--- src/rtl/store_merge_unit.sv ---
// Sub-word store merger: read the containing word, splice in the store bytes, write the whole word back.
// Define STORE_ALIGN_CHECK_EN to reject stores whose byte offset is not a multiple of their size.
module store_merge_unit #(
  parameter int DATA_W = 64,
  parameter int ADDR_W = 32
) (
  input  logic              clk,
  input  logic              reset_n,
  input  logic              req_valid,
  output logic              req_ready,
  input  logic [ADDR_W-1:0] req_addr,
  input  logic [DATA_W-1:0] req_data,
  input  logic [2:0]        req_type,
  output logic [ADDR_W-1:0] mem_addr,
  output logic              mem_rd_en,
  input  logic [DATA_W-1:0] mem_rdata,
  output logic              mem_wr_en,
  output logic [DATA_W-1:0] mem_wdata,
  output logic              resp_valid,
  input  logic              resp_ready,
  output logic              resp_err
);
  localparam int NB    = DATA_W / 8;
  localparam int OFF_W = $clog2(NB);

  typedef enum logic [2:0] {IDLE, RD, MRG, WR, RSP} state_t;
  state_t state, state_nxt;

  logic [3:0]        size_q;
  logic [OFF_W-1:0]  off_q;
  logic [DATA_W-1:0] data_q;

  logic              accept;
  logic [3:0]        req_size;
  logic [OFF_W-1:0]  req_off;
  logic              req_bad;
  logic              req_full;
  logic [DATA_W-1:0] lane_mask;
  logic [DATA_W-1:0] merged;

  function automatic logic [3:0] size_of(input logic [2:0] t);
    case (t)
      3'd1:    size_of = 4'd8;
      3'd2:    size_of = 4'd4;
      3'd3:    size_of = 4'd2;
      3'd4:    size_of = 4'd1;
      default: size_of = 4'd0;
    endcase
  endfunction

  // Request classification is done on the live inputs so the IDLE exit can branch immediately.
  always_comb begin
    req_size = size_of(req_type);
    req_off  = req_addr[OFF_W-1:0];
    req_bad  = (req_size == 4'd0) || (32'(req_size) > NB);
`ifdef STORE_ALIGN_CHECK_EN
    if ((req_off & OFF_W'(req_size - 4'd1)) != '0) req_bad = 1'b1;
`endif
    req_full = !req_bad && (32'(req_size) == NB) && (req_off == '0);
  end

  assign accept = req_valid && req_ready;

  // Bytes shifted past the top lane fall off the word, which is how misaligned stores are clipped.
  always_comb begin
    lane_mask = ~({DATA_W{1'b1}} << {size_q, 3'b000}) << {off_q, 3'b000};
    merged    = (mem_rdata & ~lane_mask) | ((data_q << {off_q, 3'b000}) & lane_mask);
  end

  always_ff @(posedge clk or negedge reset_n) begin
    if (!reset_n) state <= IDLE;
    else          state <= state_nxt;
  end

  always_comb begin
    state_nxt = state;
    case (state)
      IDLE:    if (req_valid) state_nxt = req_bad ? RSP : (req_full ? WR : RD);
      RD:      state_nxt = MRG;
      MRG:     state_nxt = WR;
      WR:      state_nxt = RSP;
      RSP:     if (resp_ready) state_nxt = IDLE;
      default: state_nxt = IDLE;
    endcase
  end

  always_comb begin
    req_ready  = (state == IDLE);
    mem_rd_en  = (state == RD);
    mem_wr_en  = (state == WR);
    resp_valid = (state == RSP);
  end

  always_ff @(posedge clk or negedge reset_n) begin
    if (!reset_n) begin
      size_q    <= '0;
      off_q     <= '0;
      data_q    <= '0;
      mem_addr  <= '0;
      mem_wdata <= '0;
      resp_err  <= 1'b0;
    end else if (accept) begin
      size_q    <= req_size;
      off_q     <= req_off;
      data_q    <= req_data;
      mem_addr  <= {req_addr[ADDR_W-1:OFF_W], {OFF_W{1'b0}}};
      mem_wdata <= req_data;
      resp_err  <= req_bad;
    end else if (state == MRG) begin
      mem_wdata <= merged;
    end
  end

endmodule

--- config.mk ---
export PLATFORM = sky130hd
export DESIGN_NAME = store_merge_unit
export DESIGN_NICKNAME = d
export VERILOG_FILES = /design/src/rtl/store_merge_unit.sv
export SDC_FILE = /design/constraint.sdc
export NUM_CORES = 1
export LEC_CHECK = 0
export CAP_MARGIN = 20
export CORE_ASPECT_RATIO = 1.75
export CORE_UTILIZATION = 30
export CTS_CLUSTER_DIAMETER = 80
export DETAILED_ROUTE_END_ITERATION = 8
export GPL_ROUTABILITY_DRIVEN = 0
export PLACE_DENSITY = 0.63
export SYNTH_ARGS = -nofsm -noshare
export SYNTH_HDL_FRONTEND = slang
export SYNTH_SLANG_ARGS = --single-unit
--- constraint.sdc ---
create_clock -name clk -period 2.4 [get_ports clk]
set_input_delay 0.48 -clock clk [delete_from_list [all_inputs] [get_ports clk]]
set_output_delay 0.48 -clock clk [all_outputs]
set_load 0.03 [all_outputs]
* Word-level counts from Yosys, hierarchy flattened
Cells that the tools add are included.
** Cells by class
- $lt $le $gt $ge :: 1
- Bitwise logic cells :: 5
- Reductions and logical operators :: 10
- Eq/ne operators :: 11
- Multiplexer cells :: 8
- Shift operators :: 3
** Operators by type and width (count)
- AND 64 bit :: 2
- 2-to-1 mux 64 bit :: 2
- NOT 64 bit :: 2
- << shifter 64 x 6 -> 64 bit :: 2
- bitwise OR 64 bit :: 1
- << shifter 64 x 7 -> 64 bit, first input constant :: 1
- case mux 4 bit (4 select lines) :: 1
- case mux 3 bit (5 select lines) :: 1
- equality test 3 x 2 -> 1 bit, second input constant :: 4
- 2-to-1 mux 3 bit :: 3
- equality test 3 x 1 -> 1 bit, second input constant :: 2
- equality test 3 bit, second input constant :: 2
- logical NOT 3 bit :: 2
- equality test 4 bit, second input constant :: 1
- greater-than comparator 4 bit, second input constant :: 1
- logical NOT 4 bit :: 1
- logical AND 1 bit :: 3
- 2-to-1 mux 2 bit :: 1
- inequality test 2 x 1 -> 1 bit, second input constant :: 1
- inequality test 2 bit, second input constant :: 1
- AND reduction 2 bit :: 1
- nonzero test 2 bit :: 1
- logical NOT 1 bit :: 1
- logical OR 1 bit :: 1
** Storage, ports and cells
- Register bits after elaboration :: 168
- Output and inout port bits :: 101
- Logic and storage cells :: 45

* Longest topological paths before layout
- Word-level depth :: 11
- Depth in mapped cells :: 9

* Worst setup path before layout
Ideal clock, no wire load.
- Path type :: flip-flop to flip-flop
- Start point :: reg off_q[1]
- End point :: reg mem_wdata[2]
- Cell stages (with the launch flop) :: 7
- Path buffers :: 2
- Arrival time :: 1.795 ns
- Setup time :: 0.128 ns
- Path slack :: 0.477 ns
- Period minus slack after synthesis :: 1.923 ns
- Cells stage by stage :: dfrtp_1 -> buf_4 -> buf_6 -> a2111oi_4 -> mux2i_1 -> o21ai_1 -> mux2_1
** On the way
- Word-level cells in the longest chain between the ends :: 6
- Elaborated cells between the ends (all ways) :: 8
** Ends and longest elaborated chain
- from (decl) :: line 30 : logic [OFF_W-1:0] off_q;
- from (signal assigned) :: line 104 : off_q <= req_off;
- << shifter 64 x 6 -> 64 bit :: line 66 : lane_mask = ~({DATA_W{1'b1}} << {size_q, 3'b000}) << {off_q, 3'b000};
- NOT 64 bit :: line 67 : merged = (mem_rdata & ~lane_mask) | ((data_q << {off_q, 3'b000}) & lane_mask);
- AND 64 bit :: line 67
- bitwise OR 64 bit * :: line 67
- 2-to-1 mux 64 bit * :: line 109 : end else if (state == MRG) begin
- 2-to-1 mux 64 bit * :: line 102 : end else if (accept) begin
- to (signal assigned) :: line 107 : mem_wdata <= req_data;
- to (signal assigned) :: line 110 : mem_wdata <= merged;
- to (decl) :: line 18 : output logic [DATA_W-1:0] mem_wdata,
Every way passes the cells marked *; elsewhere a longest branch is shown, timed or not. The select of a mux whose other input is x is not followed.
A chain may end at the register's enable or synchronous reset.

* Final worst setup path
- Start point :: reg off_q[0]
- End point :: reg mem_wdata[49]
Same word-level chain as after synthesis.

==> results_dict.tcl <==
set metrics [dict create \
    vias 9242 \
    critPathSlowestCell "dfrtp_4" \
    holdCritPathClass "register to register" \
    final_nets 1522 \
    cp.required_ns 2.76 \
    synth_area_leaders "dfrtp_1 44%, nand2_1 14%, mux2i_1 9.2%" \
    path_buf_inv 2 \
    wl_met1_um 13200 \
    setup_viol 0 \
    dp_hpwl_um 28500 \
    rows 86 \
    crit_path_end_kind "register" \
    multi_input_area_mm2 0.00494 \
    synth_edf_count 0 \
    stdcell_area_mm2 0.0136 \
    yosysWarningCount 0 \
    overflow 0 \
    maxCapViolations 0 \
    pre_cts_ws_ns -0.124 \
    top_layer "met4" \
    drt_pass1_iterations 5 \
    grt_pass1_wl_um 54400 \
    path_class "register to register" \
    slew_violations 0 \
    path_clk_slew_ns 0.07 \
    crit_arrival_ns 2.62 \
    seqCellArea_mm2 0.00421 \
    cpLargestDelayFamily "compound AO/OA/AOI/OAI gates" \
    rsz0062_at_grt "false" \
    drcViolationCount 0 \
    total_power_w 0.0216 \
    synth_sequential_area_ratio_pct 44.0 \
    ir_drop_uv 771 \
    ys_ff_latch 168 \
    crit_top_cell "buf_4" \
    die-area_mm2 0.0326 \
    min_period_over_period_pct 93.9 \
    grtUsageTotal_pct 22.8 \
    clock_skew_ns 0.00974 \
    die_y_um 238 \
    fin_util_pct 43.2 \
    wl_met3_um 1740 \
    place_area_mm2 0.0130 \
    syn-cell-area_mm2 0.00955 \
    drive_gt1_share_pct 12.1 \
    die_w_um 137 \
    slew-limit-headroom_pct 52.3 \
    synth_top_area_cell "dfrtp_1" \
    tightest_slew_ns 0.715 \
    totalWireLength_um 36500 \
    p_leak_nw 6.00 \
    cts_tree "done" \
    outcome "completed" \
    ys_types 54 \
    synth_top_flop_cell "dfrtp_1" \
    fillers 3089 \
    wl_per_cell_um 20.6 \
    core_mm2 0.0314 \
    crit_chain "nor2b_1, buf_4, a2bb2oi_1, a2111oi_1, buf_4, mux2i_1, o21ai_0" \
    async_flop_share_pct 100 \
    dr_wl_met2_um 19000 \
    io_buffer_count 264 \
    min_period_ns 2.25 \
    drtIter0Drc 605 \
    grt_pass1_vias 9228 \
    postCtsSetupBuffers 0 \
    clockBufferDepth 2 \
    ant_nets 0 \
    area_growth_pct 42.3 \
    cts_sinks 168 \
    p_per_area_mw_per_mm2 1590 \
    root_buffer "clkbuf_16" \
    synthCells 1076 \
    timing.fmax_mhz 444 \
    cts_made_buffers 17 \
    setup_tns_ns 0 \
    crit_path_start_kind "register" \
    vias_per_cell 5.22 \
    grt_max_degree 55 \
    layout_setup_ws_ns 0.148 \
    antenna_found_initial 5 \
    max_stage_delay_ns 0.66 \
    syn_avg_cell_area_um2 8.88 \
    hold_viol 0 \
    path_max_fanout 31 \
    insertion_delay_ns 0.45 \
    pin_count 268 \
    htree_levels 4 \
    start_util_pct 30.4 \
    synth_top_area_share_pct 44.0 \
]
-- area by class of cell --
type	instances	share of cell area, %
multi-input combinational	821	36.4
sequential	168	31.0
timing repair buffer	343	24.4
tap	396	3.65
clock buffer	20	3.36
clock inverter	12	1.03
inverter	4	0.110
antenna	5	0.0921
-- worst paths after layout --
| path | end | cells after the start | from | slack (ns) |
|---|---|---|---|---|
| max in group asynchronous | mem_wdata[28]$_DFFE_PN0P_ | 3 | reset_n | 1.09 |
| hold reg to reg | mem_addr[11]$_DFFE_PN0P_ | 2 | mem_addr[11]$_DFFE_PN0P_ | 0.47 |
| min in group asynchronous | mem_wdata[6]$_DFFE_PN0P_ | 2 | reset_n | 0.55 |
| hold / removal | mem_addr[11]$_DFFE_PN0P_ | 2 | mem_addr[11]$_DFFE_PN0P_ | 0.47 |
| setup / recovery | mem_wdata[49]$_DFFE_PN0P_ | 7 | off_q[0]$_DFFE_PN0P_ | 0.15 |
| setup reg to reg | mem_wdata[49]$_DFFE_PN0P_ | 7 | off_q[0]$_DFFE_PN0P_ | 0.15 |
-- cells in the final DEF, fill, tap and decap left out, types with 19 or more instances in the layout --
cell,count
nand2_1,353
clkdlybuf4s50_1,259
dfrtp_1,164
mux2i_1,88
buf_4,72
a21oi_1,45
nor2_1,40
o211ai_1,27
nor2b_1,20
nand3_1,19
a211oi_1,19
-- cells by family (layout without fill, tap and decap cells) --
group	count (synthesis)	count (layout)	synth area share (%)
compound gates	223	223	16.7
buf+inv	89	379	4.48
simple gates	475	475	20.9
flops	168	168	44.0
other cells	1	8	0.0393
xor+xnor	1	1	0.0917
mux	119	119	13.8
-- synth_stat cells, drive strengths merged, types with 20 or more instances --
cell / n
a211oi: 20
dfrtp: 168
o211ai: 27
a21oi: 45
nor2b: 20
nand2: 353
clkbuf: 28
buf: 57
nor2: 44
mux2i: 88
o21ai: 23
mux2: 23
-- stage by stage --
step / std cells / hold slack, ns
6_report: 1769 / 0.472
5_1_grt: 1769 / 0.496
4_1_cts: 1764 / 0.479
3_5_place_dp: 1731 / 0.462
3_3_place_gp: 1730 / 0.458
2_1_floorplan: 1078 / 0.184
-- tightest hold or removal path, delay by kind of cell, from the launching register on --
family | cells | cell delay, ns
DFF | 1 | 0.34
and+or+nand+nor | 2 | 0.10
-- power by group --
part           leakage, nW  internal, W  switching (W)  total [W]
clock                0.278      0.00160        0.00124    0.00284
sequential            2.04      0.00424        0.00160    0.00584
combinational         3.68      0.00563        0.00728     0.0129
-- timing repair --
action,in CTS,in global routing
setup endpoints to repair,4,4
hold buffers,1,0
hold endpoints to repair,17,0
gates resized for setup,4,4
-- per-layer routing --
metal	global-route usage, %	up-vias
met5	0	-
met3	4.12	105
li1	-	4305
met1	24.4	4499
met2	39.8	333
met4	16.3	0
-- flip-flops by register name (all words and copies together) (netlist names) --
name	count
size_q	4
mem_wdata	64
mem_addr	29
state	3
off_q	3
resp_err	1
data_q	64
(Power assumes the default switching activity.)
